[config.mk]
export PLATFORM = sky130hd
export DESIGN_NAME = full_adder_exerciser_flat
export DESIGN_NICKNAME = d
export VERILOG_FILES = /design/src/rtl/full_adder_exerciser_if.sv /design/src/rtl/full_adder_exerciser.sv /design/src/flat_wrapper.sv
export SDC_FILE = /design/constraint.sdc
export NUM_CORES = 1
export LEC_CHECK = 0
export CAP_MARGIN = 40
export CORE_UTILIZATION = 50
export CTS_CLUSTER_SIZE = 10
export DETAILED_ROUTE_END_ITERATION = 6
export PLACE_DENSITY = 0.69
export SKIP_LAST_GASP = 1
export SLEW_MARGIN = 15
export SYNTH_ARGS = -nofsm -noshare
export SYNTH_HDL_FRONTEND = slang
export SYNTH_SLANG_ARGS = --single-unit
[constraint.sdc]
create_clock -name clk -period 6.5 [get_ports clk]
set_clock_uncertainty 0.2 [all_clocks]
set_input_delay 1.3 -clock clk [delete_from_list [all_inputs] [get_ports clk]]
set_output_delay 1.3 -clock clk [all_outputs]
set_load 0.02 [all_outputs]
[src/rtl/full_adder_exerciser_if.sv]
// PMOD-side signal bundle between the full-adder exerciser and the adder under test.
// master = exerciser side, slave = adder/board side.
interface full_adder_exerciser_if;
    logic       start;
    logic       sum_in;
    logic       carry_in;
    logic [2:0] pmod_out;
    logic [4:0] led;

    modport master (
        input  start,
        input  sum_in,
        input  carry_in,
        output pmod_out,
        output led
    );

    modport slave (
        output start,
        output sum_in,
        output carry_in,
        input  pmod_out,
        input  led
    );
endinterface

[src/rtl/full_adder_exerciser.sv]
// Walks a 1-bit full adder through all 8 input vectors, checks sum/carry against the
// golden result and shows progress, pass and fail on the LEDs.
module full_adder_exerciser #(
    parameter int TICK_DIV = 12_000_000,
    parameter int SETTLE   = 4
) (
    input  logic                          clk,
    input  logic                          rst_n,
    full_adder_exerciser_if.master        bus,
    output logic [2:0]                    dbg_state_o
);

    localparam int TICK_W = $clog2(TICK_DIV + 1);
    localparam int SET_W  = $clog2(SETTLE + 1);

    localparam logic [TICK_W-1:0] TICK_LAST   = TICK_W'(TICK_DIV - 1);
    localparam logic [SET_W-1:0]  SETTLE_LAST = SET_W'(SETTLE - 1);

    // Encoding is part of the debug contract on dbg_state_o.
    typedef enum logic [2:0] {
        S_IDLE   = 3'd0,
        S_DRIVE  = 3'd1,
        S_SETTLE = 3'd2,
        S_CHECK  = 3'd3,
        S_HOLD   = 3'd4,
        S_PASS   = 3'd5,
        S_FAIL   = 3'd6
    } state_e;

    state_e              state_q, state_d;
    logic [2:0]          vec_q, vec_d;
    logic [SET_W-1:0]    settle_cnt_q, settle_cnt_d;
    logic [TICK_W-1:0]   tick_cnt_q, tick_cnt_d;
    logic [2:0]          pmod_q, pmod_d;
    logic [4:0]          led_q, led_d;
    logic                start_q;
    logic                sum_s1_q, sum_s2_q;
    logic                carry_s1_q, carry_s2_q;

    logic                start_rise;
    logic [1:0]          resp;
    logic [1:0]          expected;

    assign start_rise = bus.start & ~start_q;
    assign resp       = {carry_s2_q, sum_s2_q};
    assign expected   = {(vec_q[0] & vec_q[1]) | (vec_q[0] & vec_q[2]) | (vec_q[1] & vec_q[2]),
                         vec_q[0] ^ vec_q[1] ^ vec_q[2]};

    // Edge detector and synchronizers run in every state.
    always_ff @(posedge clk or negedge rst_n) begin
        if (!rst_n) begin
            start_q    <= 1'b0;
            sum_s1_q   <= 1'b0;
            sum_s2_q   <= 1'b0;
            carry_s1_q <= 1'b0;
            carry_s2_q <= 1'b0;
        end else begin
            start_q    <= bus.start;
            sum_s1_q   <= bus.sum_in;
            sum_s2_q   <= sum_s1_q;
            carry_s1_q <= bus.carry_in;
            carry_s2_q <= carry_s1_q;
        end
    end

    always_ff @(posedge clk or negedge rst_n) begin
        if (!rst_n) begin
            state_q      <= S_IDLE;
            vec_q        <= 3'd0;
            settle_cnt_q <= '0;
            tick_cnt_q   <= '0;
            pmod_q       <= 3'd0;
            led_q        <= 5'd0;
        end else begin
            state_q      <= state_d;
            vec_q        <= vec_d;
            settle_cnt_q <= settle_cnt_d;
            tick_cnt_q   <= tick_cnt_d;
            pmod_q       <= pmod_d;
            led_q        <= led_d;
        end
    end

    // Counters fall back to 0 outside their own state, so each starts at 0 on entry.
    always_comb begin
        state_d      = state_q;
        vec_d        = vec_q;
        settle_cnt_d = '0;
        tick_cnt_d   = '0;
        pmod_d       = pmod_q;
        led_d        = led_q;

        case (state_q)
            S_IDLE: begin
                pmod_d = 3'd0;
                led_d  = 5'd0;
                if (start_rise) begin
                    vec_d   = 3'd0;
                    state_d = S_DRIVE;
                end
            end

            S_DRIVE: begin
                pmod_d  = vec_q;
                led_d   = {1'b0, 1'b1, vec_q};
                state_d = S_SETTLE;
            end

            S_SETTLE: begin
                if (settle_cnt_q == SETTLE_LAST) begin
                    state_d = S_CHECK;
                end else begin
                    settle_cnt_d = settle_cnt_q + SET_W'(1);
                end
            end

            S_CHECK: begin
                if (resp != expected) begin
                    state_d = S_FAIL;
                    led_d   = {1'b1, 1'b0, vec_q};
                end else if (vec_q == 3'd7) begin
                    state_d = S_PASS;
                end else begin
                    state_d = S_HOLD;
                end
            end

            S_HOLD: begin
                if (tick_cnt_q == TICK_LAST) begin
                    vec_d   = vec_q + 3'd1;
                    state_d = S_DRIVE;
                end else begin
                    tick_cnt_d = tick_cnt_q + TICK_W'(1);
                end
            end

            S_PASS, S_FAIL: begin
                // Restart clears the fail LED together with the move to DRIVE.
                if (start_rise) begin
                    vec_d   = 3'd0;
                    state_d = S_DRIVE;
                    led_d   = {1'b0, led_q[3:0]};
                end
            end

            default: begin
                state_d = S_IDLE;
                pmod_d  = 3'd0;
                led_d   = 5'd0;
            end
        endcase
    end

    assign bus.pmod_out = pmod_q;
    assign bus.led      = led_q;
    assign dbg_state_o  = state_q;

endmodule

[src/flat_wrapper.sv]
// flat-port wrapper written by rule: the top's interface ports become plain ports
module full_adder_exerciser_flat 
#(
    parameter int TICK_DIV = 12_000_000,
    parameter int SETTLE   = 4
)
  (clk, rst_n, dbg_state_o, bus_start, bus_sum_in, bus_carry_in, bus_pmod_out, bus_led);
  full_adder_exerciser_if bus_i ();
  input  logic clk;
  input  logic rst_n;
  output logic [2:0] dbg_state_o;
  input wire logic [$bits(bus_i.start)-1:0] bus_start;
  input wire logic [$bits(bus_i.sum_in)-1:0] bus_sum_in;
  input wire logic [$bits(bus_i.carry_in)-1:0] bus_carry_in;
  output wire logic [$bits(bus_i.pmod_out)-1:0] bus_pmod_out;
  output wire logic [$bits(bus_i.led)-1:0] bus_led;
  assign bus_i.start = bus_start;
  assign bus_i.sum_in = bus_sum_in;
  assign bus_i.carry_in = bus_carry_in;
  assign bus_pmod_out = bus_i.pmod_out;
  assign bus_led = bus_i.led;
  full_adder_exerciser #(.TICK_DIV(TICK_DIV), .SETTLE(SETTLE)) u_core (.clk(clk), .rst_n(rst_n), .bus(bus_i), .dbg_state_o(dbg_state_o));
endmodule
Word-level counts from Yosys, hierarchy flattened:

Index checks and enable logic that the tools add are counted.

* flip-flop bits (word level): 46
* bits in latches: 0
* RAM bits: 0
* memory bits (read-only): 0
* input bits: 5
* output and inout port bits: 11
* word-level logic and storage cells: 68
* memories kept: 0

* add/subtract/negate cells: 3
* $mul: 0
* div/mod/pow operators: 0
* order comparisons: 0
* eq/ne operators: 15
* shift operators: 0
* mux-type cells: 17
* bitwise gates (word level): 11
* reductions and logical operators: 10

Operators by type and width (count)
* $mux W24: 2
* $add A24 B1 Y24 const B: 1
* $eq A24 B24 Y1 const B: 1
* $mux W3: 8
* $pmux W5 S4: 1
* $pmux W3 S5: 1
* $eq A3 B3 Y1 const B: 4
* $pmux W3 S2: 2
* $reduce_and A3 Y1: 4
* $mux W5: 2
* $ne A2 B1 Y1 const B: 5
* $eq A3 B2 Y1 const B: 3
* $add A3 B1 Y3 const B: 2
* $reduce_or A5 Y1: 1
* $and A1 B1 Y1: 4
* $reduce_or A2 Y1: 2
* $eq A3 B1 Y1 const B: 1
* $logic_not A3 Y1: 1
* $not A1 Y1: 3
* $reduce_or A3 Y1: 1
* $ne A2 B2 Y1: 1
* $or A1 B1 Y1: 2
* $reduce_bool A2 Y1: 1
* $xor A1 B1 Y1: 2
* $mux W1: 1

Longest topological paths before layout:

Gate-level depths: netlist of the first run.

* depth after elaboration: 6
* gate-level depth with buffers: 6
* mapped depth without buffers: 5

Worst setup path after synthesis of the first run:

OpenSTA, ideal clock, no wires.

* kind: in2reg
* from: in bus_start
* to: reg u_core.vec_q[0]
* library setup time: 0.066 ns
* arrival: 2.010 ns
* required time: 6.234 ns
* path slack: 4.224 ns
* stages: 4
* buffers on the path: 0
* path through: nor4b_1 > nor4_1 > a22oi_1 > nand2_1

* word-level cells in the longest chain between the ends: 3

RTL lines
* from (decl): RTL line flat_wrapper.sv:12 `input wire logic [$bits(bus_i.start)-1:0] bus_start;`
* $and A1 B1 Y1: RTL line full_adder_exerciser.sv:44 `assign start_rise = bus.start & ~start_q;`
* $ne A2 B1 Y1 (no source line)
* $reduce_and A3 Y1 (no source line)
* to (signal assigned): RTL line full_adder_exerciser.sv:76 `vec_q <= vec_d;`
* to (decl): RTL line full_adder_exerciser.sv:31 `logic [2:0] vec_q, vec_d;`

Every way passes these cells.
A chain may end at the register's enable or synchronous reset.

Final worst setup path of the first run:

* from: reg u_core.state_q[0], in the netlist u_core.dbg_state_o[0]
* to: out dbg_state_o[0]

RTL lines
* from (decl): RTL line full_adder_exerciser.sv:30 `state_e state_q, state_d;`
* from (signal assigned): RTL line full_adder_exerciser.sv:75 `state_q <= state_d;`
* to (decl): RTL line flat_wrapper.sv:11 `output logic [2:0] dbg_state_o;`

No word-level cell between the ends.

==> reports/results.txt, run 1 <==
Run status = complete, but fails checks
Violated checks = DRC
Cts hold-fix bufs = 0
DRT Pass-1 Iters = 6
Die Y = 71.3 um
Synth unique cells = 49
Vias per cell = 5.85
Total inserted antenna cells = 0
Die ar. = 5090 um^2
Largest net degree at the start of global routing = 31
Clk slew on worst S/H paths = 0.08 ns
Avg Cell Area, Syn = 10.1 um^2
Reg area = 1150 um^2
Synth warn = 0
Pwr dens = 276 nW/um^2
FF-to-FF path depth = 5
Tot GR Track Use = 19.5%
Slew HR = 43.7%
Layout cells sized above 1 = 5.91%
EDFF count, synth = 0
Final #Nets = 264
Remaining Overflow, GRT = 0
CTS buffer count = 5
Vias in the first global route = 1641
Setup TNS Final = 0 ns
Largest delay share family, worst path = buffers and inverters
Netlist Area Pre-Place = 2400 um^2
CTS tree = yes
Top-area cell type share of the netlist area = 47.9%
Most frequent cells in the layout = 46 x dfrtp_1, 29 x nor2_1, 21 x nand2_1
Max-cap viol count = 0
Initial Util = 53.7%
Row count = 24
Overall routed net length = 4.46 mm
Min Clock Period, post-route = 3.16 ns
Min-Delay Path Class = flop to flop
Mapped Nets = 249
Worst Hold Launch = u_core.carry_s1_q$_DFF_PN0_
Filler Cell Count = 407
Root Buffer = clkbuf_8
Crit path largest cell delay = 0.70 ns
Post-synth top area cell = dfrtp_1
Max-slew violation count = 0
Die width = 71.3 um
Ranking of synthesized cells by area = dfrtp_1 48%, xnor2_1 4.7%, nor2_1 4.5%
PortBufs = 15
Crit. End Element = output port
Seq/Total Area, Yosys = 47.9%
CTS resizes = 0
Crit start category = flop
Clk_lat worst skew = 0.30 ns
Multi-input logic area = 1150 um^2
End of the worst register-to-register path = u_core.bus.led[2]$_DFFE_PN0P_
Worst hold stages = 0
Post-synth ARST share = 100%
Final-report hold violation count = 0
RSZ-0062 raised after global routing = no
Top_reg_cell synth = dfrtp_1
Commonest non-fill, non-tap cell in the layout = dfrtp_1
Max rail drop VDD = 0.149 mV
Crit path cell chain = clkdlybuf4s50_1
DPL Wire Length = 3.10 mm
Critical R2R Launch = u_core.vec_q[0]$_DFFE_PN0P_
WS Path Type = flop to output port
Post-layout util = 59.6%
WP data required = 5.00 ns
Critical path depth in cells = 1
Post-Syn Instances = 239
Initial antenna violation count = 0
Drt initial violations = 81
Final setup vio count = 0
Slew @ Worst Pin = 0.839 ns
Worst hold slack = 0.162 ns
Part of the cycle the worst path needs = 48.6%
Setup Buffers After CTS = 0
H-tree depth = 2
Post-synthesis register bit count = 46
DRC = 1
Worst-path fanout max = 18
Area delta synth->final = 10.9%
Vias = 1789
Buf/Inv on CP = 1
Final Wtd Congestion = 0.786
First-pass GRT wire length = 7.69 mm
Worst Hold End = u_core.carry_s2_q$_DFF_PN0_
Wire per inst = 14.6 um
Slowest cell on crit path = clkdlybuf4s50_1
Longest Clk Path Bufs = 2
Reg2Reg Setup Slack = 3.98 ns
# IOs = 16
Antenna Nets Post-Route = 0
Max Freq = 317 MHz
Sink Count = 46
Leak = 0.00110 uW
Core ar. = 4470 um^2
Worst EP arrival = 1.66 ns
stage by stage:
stage	worst slack, ns	cell area (um^2)	power [uW]	std cells
4_1_cts	3.33	2670	741	306
3_5_place_dp	3.59	2590	576	299
3_3_place_gp	3.59	2570	574	298
2_1_floorplan	4.22	2400	508	239
5_1_grt	3.27	2670	780	306
6_report	3.34	2670	735	306
how the worst max path moves through the flow:
stage / start / end / slack, ns
finish: u_core.dbg_state_o[0]$_DFFE_PN0P_ / dbg_state_o[0] / 3.34
floorplan: bus_start / u_core.vec_q[0]$_DFFE_PN0P_ / 4.22
detailed placement: bus_start / u_core.vec_q[0]$_DFFE_PN0P_ / 3.59
global route: u_core.dbg_state_o[0]$_DFFE_PN0P_ / dbg_state_o[0] / 3.27
CTS: u_core.dbg_state_o[0]$_DFFE_PN0P_ / dbg_state_o[0] / 3.33
global placement: bus_start / u_core.vec_q[0]$_DFFE_PN0P_ / 3.59
layer usage:
| layer | up-vias | share of wire (%) | GRT usage, % | wire length, um |
|---|---|---|---|---|
| met5 | - | 0 | 0 | 0 |
| met4 | 0 | 1.3 | 6.22 | 60 |
| met3 | 6 | 4.3 | 4.64 | 192 |
| met2 | 33 | 45 | 30.5 | 2020 |
| met1 | 866 | 49 | 27.0 | 2190 |
| li1 | 884 | - | - | - |
kinds of logic (layout without fill, tap and decap cells):
kind of cell,count (synthesis),after routing,synth area share (%)
simple gates,111,111,26.0
fa+ha+maj,5,5,2.92
compound gates,35,35,11.3
buf+inv,21,36,4.01
mux,4,4,1.67
flops,46,46,47.9
xor+xnor,17,17,6.20
power breakdown:
part           total, uW  internal [uW]  switching, uW
logic                210           89.0            121
clock network        164           74.2           89.7
registers            361            313           48.5
total                735            476            259
synthesized netlist by cell type (3+ instances only):
cell type and number:
dfrtp_1 46, nor2_1 29, nand2_1 21, xnor2_1 13, nand3_1 12, inv_1 11
nand4_1 7, nor3_1 7, nor4_1 7, o21ai_0 5, o221ai_1 5, a21oi_1 4
clkbuf_1 4, ha_1 4, mux2i_1 4, xor2_1 4, a22o_1 3, and2_1 3
nor4bb_1 3, o211ai_1 3, o311ai_0 3
state kept, by name (all words and copies together) (netlist names):
| register | count |
|---|---|
| u_core.settle_cnt_q | 3 |
| u_core.tick_cnt_q | 24 |
| u_core.sum_s1_q | 1 |
| u_core.vec_q | 3 |
| u_core.bus.pmod_out | 3 |
| u_core.carry_s2_q | 1 |
| u_core.bus.led | 5 |
| u_core.start_q | 1 |
| u_core.dbg_state_o | 3 |
| u_core.carry_s1_q | 1 |
| u_core.sum_s2_q | 1 |
cell type report:
cell class,instances,share of cell area (%)
flip-flops and latches,46,43.2
inverters,12,1.69
repair buffers,17,6.48
clock buffers,7,2.86
well taps,52,2.44
multi-input cells,172,43.3
No activity file was read; power rests on OpenSTA's default activity.
==> run 2, diff against run 1 <==
--- a/config.mk
+++ b/config.mk
@@ -9,7 +9,7 @@
 export CORE_UTILIZATION = 50
 export CTS_CLUSTER_SIZE = 10
 export DETAILED_ROUTE_END_ITERATION = 6
-export PLACE_DENSITY = 0.69
+export PLACE_DENSITY = 0.72
 export SKIP_LAST_GASP = 1
 export SLEW_MARGIN = 15
 export SYNTH_ARGS = -nofsm -noshare
==> constraint.sdc (replaced) <==
create_clock -name clk -period 2.8 [get_ports clk]
set_clock_uncertainty 0.2 [all_clocks]
set_input_delay 0.56 -clock clk [delete_from_list [all_inputs] [get_ports clk]]
set_output_delay 0.56 -clock clk [all_outputs]
set_load 0.02 [all_outputs]
==> reports/results.txt, run 2 (synthesis results as in run 1) <==
Leak = 0.00112 uW (was 0.00110 uW)
Met3 WL = 115 um (was 192 um)
NetSw = 608 uW (was 259 uW)
Comb power frac = 30.8% (was 28.5%)
Pwr dens = 641 nW/um^2 (was 276 nW/um^2)
Root Buffer = clkbuf_8 (unchanged)
Max-slew violation count = 0 (unchanged)
Min Clock Period, post-route = 2.33 ns
Remaining Overflow, GRT = 0 (unchanged)
Drt initial violations = 137 (was 81)
Multi-input logic area = 1150 um^2 (unchanged)
Overall power = 1730 uW (was 735 uW)
Post-DP Area = 2610 um^2 (was 2590 um^2)
Die ar. = 5090 um^2 (unchanged)
# IOs = 16 (unchanged)
First-pass GRT wire length = 7.80 mm (was 7.69 mm)
Reg2Reg Setup Slack = 0.47 ns (was 3.98 ns)
H-tree depth = 2 (unchanged)
Critical R2R Launch = u_core.tick_cnt_q[0]$_DFF_PN0_ (was u_core.vec_q[0]$_DFFE_PN0P_)
Buf/Inv on CP = 0 (was 1)
Most flop-heavy register = u_core.tick_cnt_q (unchanged)
Layout cells sized above 1 = 7.34% (was 5.91%)
Longest Clk Path Bufs = 2 (unchanged)
Critical path depth in cells = 5 (was 1)
P_int = 1120 uW (was 476 uW)
Vias in the first global route = 1693 (was 1641)
Area delta synth->final = 12.1% (was 10.9%)
Top sig layer = met4 (unchanged)
Final Wtd Congestion = 0.790 (was 0.786)
CTS resizes = 0 (unchanged)
CTS tree = yes (unchanged)
Clock power frac = 21.6% (was 22.3%)
Reg area = 1150 um^2 (unchanged)
Max FFs per register = 24 (unchanged)
Max Freq = 429 MHz
End of the worst register-to-register path = u_core.dbg_state_o[0]$_DFFE_PN0P_ (was u_core.bus.led[2]$_DFFE_PN0P_)
WP data required = 2.80 ns (was 5.00 ns)
PortBufs = 15 (unchanged)
M1 WL = 2.32 mm (was 2.19 mm)
Cts hold-fix bufs = 1 (was 0)
Max-cap viol count = 0 (unchanged)
RSZ-0062 raised after global routing = no (unchanged)
WS Path Type = flop to flop (was flop to output port)
Wire per inst = 14.8 um (was 14.6 um)
DRT Pass-1 Iters = 7 (was 6)
Sink Count = 46 (unchanged)
Largest net degree at the start of global routing = 21 (was 31)
Crit path largest cell delay = 0.49 ns (was 0.70 ns)
Tot GR Track Use = 19.7% (was 19.5%)
CTS buffer count = 5 (unchanged)
Die width = 71.3 um (unchanged)
Crit start category = flop (unchanged)
Clk slew on worst S/H paths = 0.08 ns (about the same)
Run status = complete, but fails checks (unchanged)
Design area = 2690 um^2 (was 2670 um^2)
DRC = 2 (was 1)
Total inserted antenna cells = 0 (unchanged)
Row count = 24 (unchanged)
Seq pwr share = 47.6% (was 49.2%)
Die Y = 71.3 um (unchanged)
Worst Setup EP = u_core.dbg_state_o[0]$_DFFE_PN0P_ (was dbg_state_o[0])
Overall routed net length = 4.60 mm (was 4.46 mm)
Antenna Nets Post-Route = 0 (unchanged)
Final setup vio count = 0 (unchanged)
Slowest cell on crit path = o21ai_4 (was clkdlybuf4s50_1)
Most frequent cells in the layout = 46 x dfrtp_1, 29 x nor2_1, 21 x nand2_1 (unchanged)
Sw frac = 35.3% (was 35.2%)
Final-report hold violation count = 0 (unchanged)
Slew @ Worst Pin = 0.545 ns (was 0.839 ns)
Core ar. = 4470 um^2 (unchanged)
Worst-path fanout max = 19 (was 18)
Setup Buffers After CTS = 0 (unchanged)
Clk_lat worst skew = 0.29 ns (was 0.30 ns)
Crit. End Element = flop (was output port)
Initial antenna violation count = 0 (unchanged)
Setup TNS Final = 0 ns (unchanged)
Final #Nets = 269 (was 264)
Violated checks = DRC (unchanged)
Max rail drop VDD = 0.356 mV (was 0.149 mV)
Part of the cycle the worst path needs = 83.3%
Vias per cell = 5.95 (was 5.85)
Routed length on met2 = 2.11 mm (was 2.02 mm)
Commonest non-fill, non-tap cell in the layout = dfrtp_1 (unchanged)
Crit path cell chain = ha_1 -> nand4_4 -> or2_1 -> o21ai_4 -> nor3b_1 (was clkdlybuf4s50_1)
DPL Wire Length = 3.28 mm (was 3.10 mm)
Crit. Startpoint = u_core.tick_cnt_q[0]$_DFF_PN0_ (was u_core.dbg_state_o[0]$_DFFE_PN0P_)
FF-to-FF path depth = 5 (unchanged)
Slew HR = 63.3% (was 43.7%)
Worst EP arrival = 2.34 ns (was 1.66 ns)
Vias = 1850 (was 1789)
Largest delay share family, worst path = simple AND/OR/NAND/NOR gates (was buffers and inverters)
Initial Util = 53.7% (unchanged)
Filler Cell Count = 374 (was 407)
Min-Delay Path Class = flop to flop (unchanged)
run 2: cell types whose count changed in the layout (fill, tap and decap cells not counted), sizes merged:
| cell | change |
|---|---|
| dlygate4sd3 | +1 |
| buf | +4 |
run 2: layer usage:
| metal | track usage [%] | vias to the layer above |
|---|---|---|
| li1 | - | 898 |
| met1 | 27.2 | 907 |
| met2 | 30.8 | 38 |
| met3 | 4.22 | 7 |
| met4 | 6.89 | 0 |
| met5 | 0 | - |
run 2: power groups by stage:
stage	registers [uW]	logic, uW	clock network (uW)
6_report	822	531	373
5_1_grt	833	580	412
4_1_cts	822	535	385
3_5_place_dp	835	531	0
3_3_place_gp	831	520	0
2_1_floorplan	833	346	0
run 2: worst min-delay path by stage:
| stage | startpoint | endpoint | cells past startpoint |
|---|---|---|---|
| 2_1_floorplan | rst_n | u_core.bus.led[0]$_DFFE_PN0P_ | 0 |
| 3_3_place_gp | u_core.sum_s1_q$_DFF_PN0_ | u_core.sum_s2_q$_DFF_PN0_ | 0 |
| 3_5_place_dp | u_core.carry_s1_q$_DFF_PN0_ | u_core.carry_s2_q$_DFF_PN0_ | 0 |
| 4_1_cts | u_core.sum_s1_q$_DFF_PN0_ | u_core.sum_s2_q$_DFF_PN0_ | 0 |
| 5_1_grt | u_core.sum_s1_q$_DFF_PN0_ | u_core.sum_s2_q$_DFF_PN0_ | 0 |
| 6_report | u_core.sum_s1_q$_DFF_PN0_ | u_core.sum_s2_q$_DFF_PN0_ | 0 |
run 2: through the flow:
stage | hold WS [ns] | cells | utilization [%] | setup WS (ns)
global route | 0.165 | 311 | 60.2 | 0.260
detailed placement | 0.138 | 303 | 58.2 | 0.424
floorplan | 0.0644 | 239 | - | 0.678
global placement | 0.133 | 303 | 58.2 | 0.542
finish | 0.152 | 311 | 60.2 | 0.466
CTS | 0.155 | 311 | 60.2 | 0.417
run 2: cell type report:
cell class / instances / share of cell area [%]
clock buffers: 7 / 2.83
flip-flops and latches: 46 / 42.8
multi-input cells: 172 / 42.9
repair buffers: 22 / 7.43
inverters: 12 / 1.67
well taps: 52 / 2.42
run 2: worst reg2reg max path: cells and delay by family (launching register included):
kind | cells | cell delay (ns)
and+or+nand+nor | 3 | 0.85
DFF | 1 | 0.42
adders and majority gates | 1 | 0.27
AOI/OAI and AO/OA | 1 | 0.50
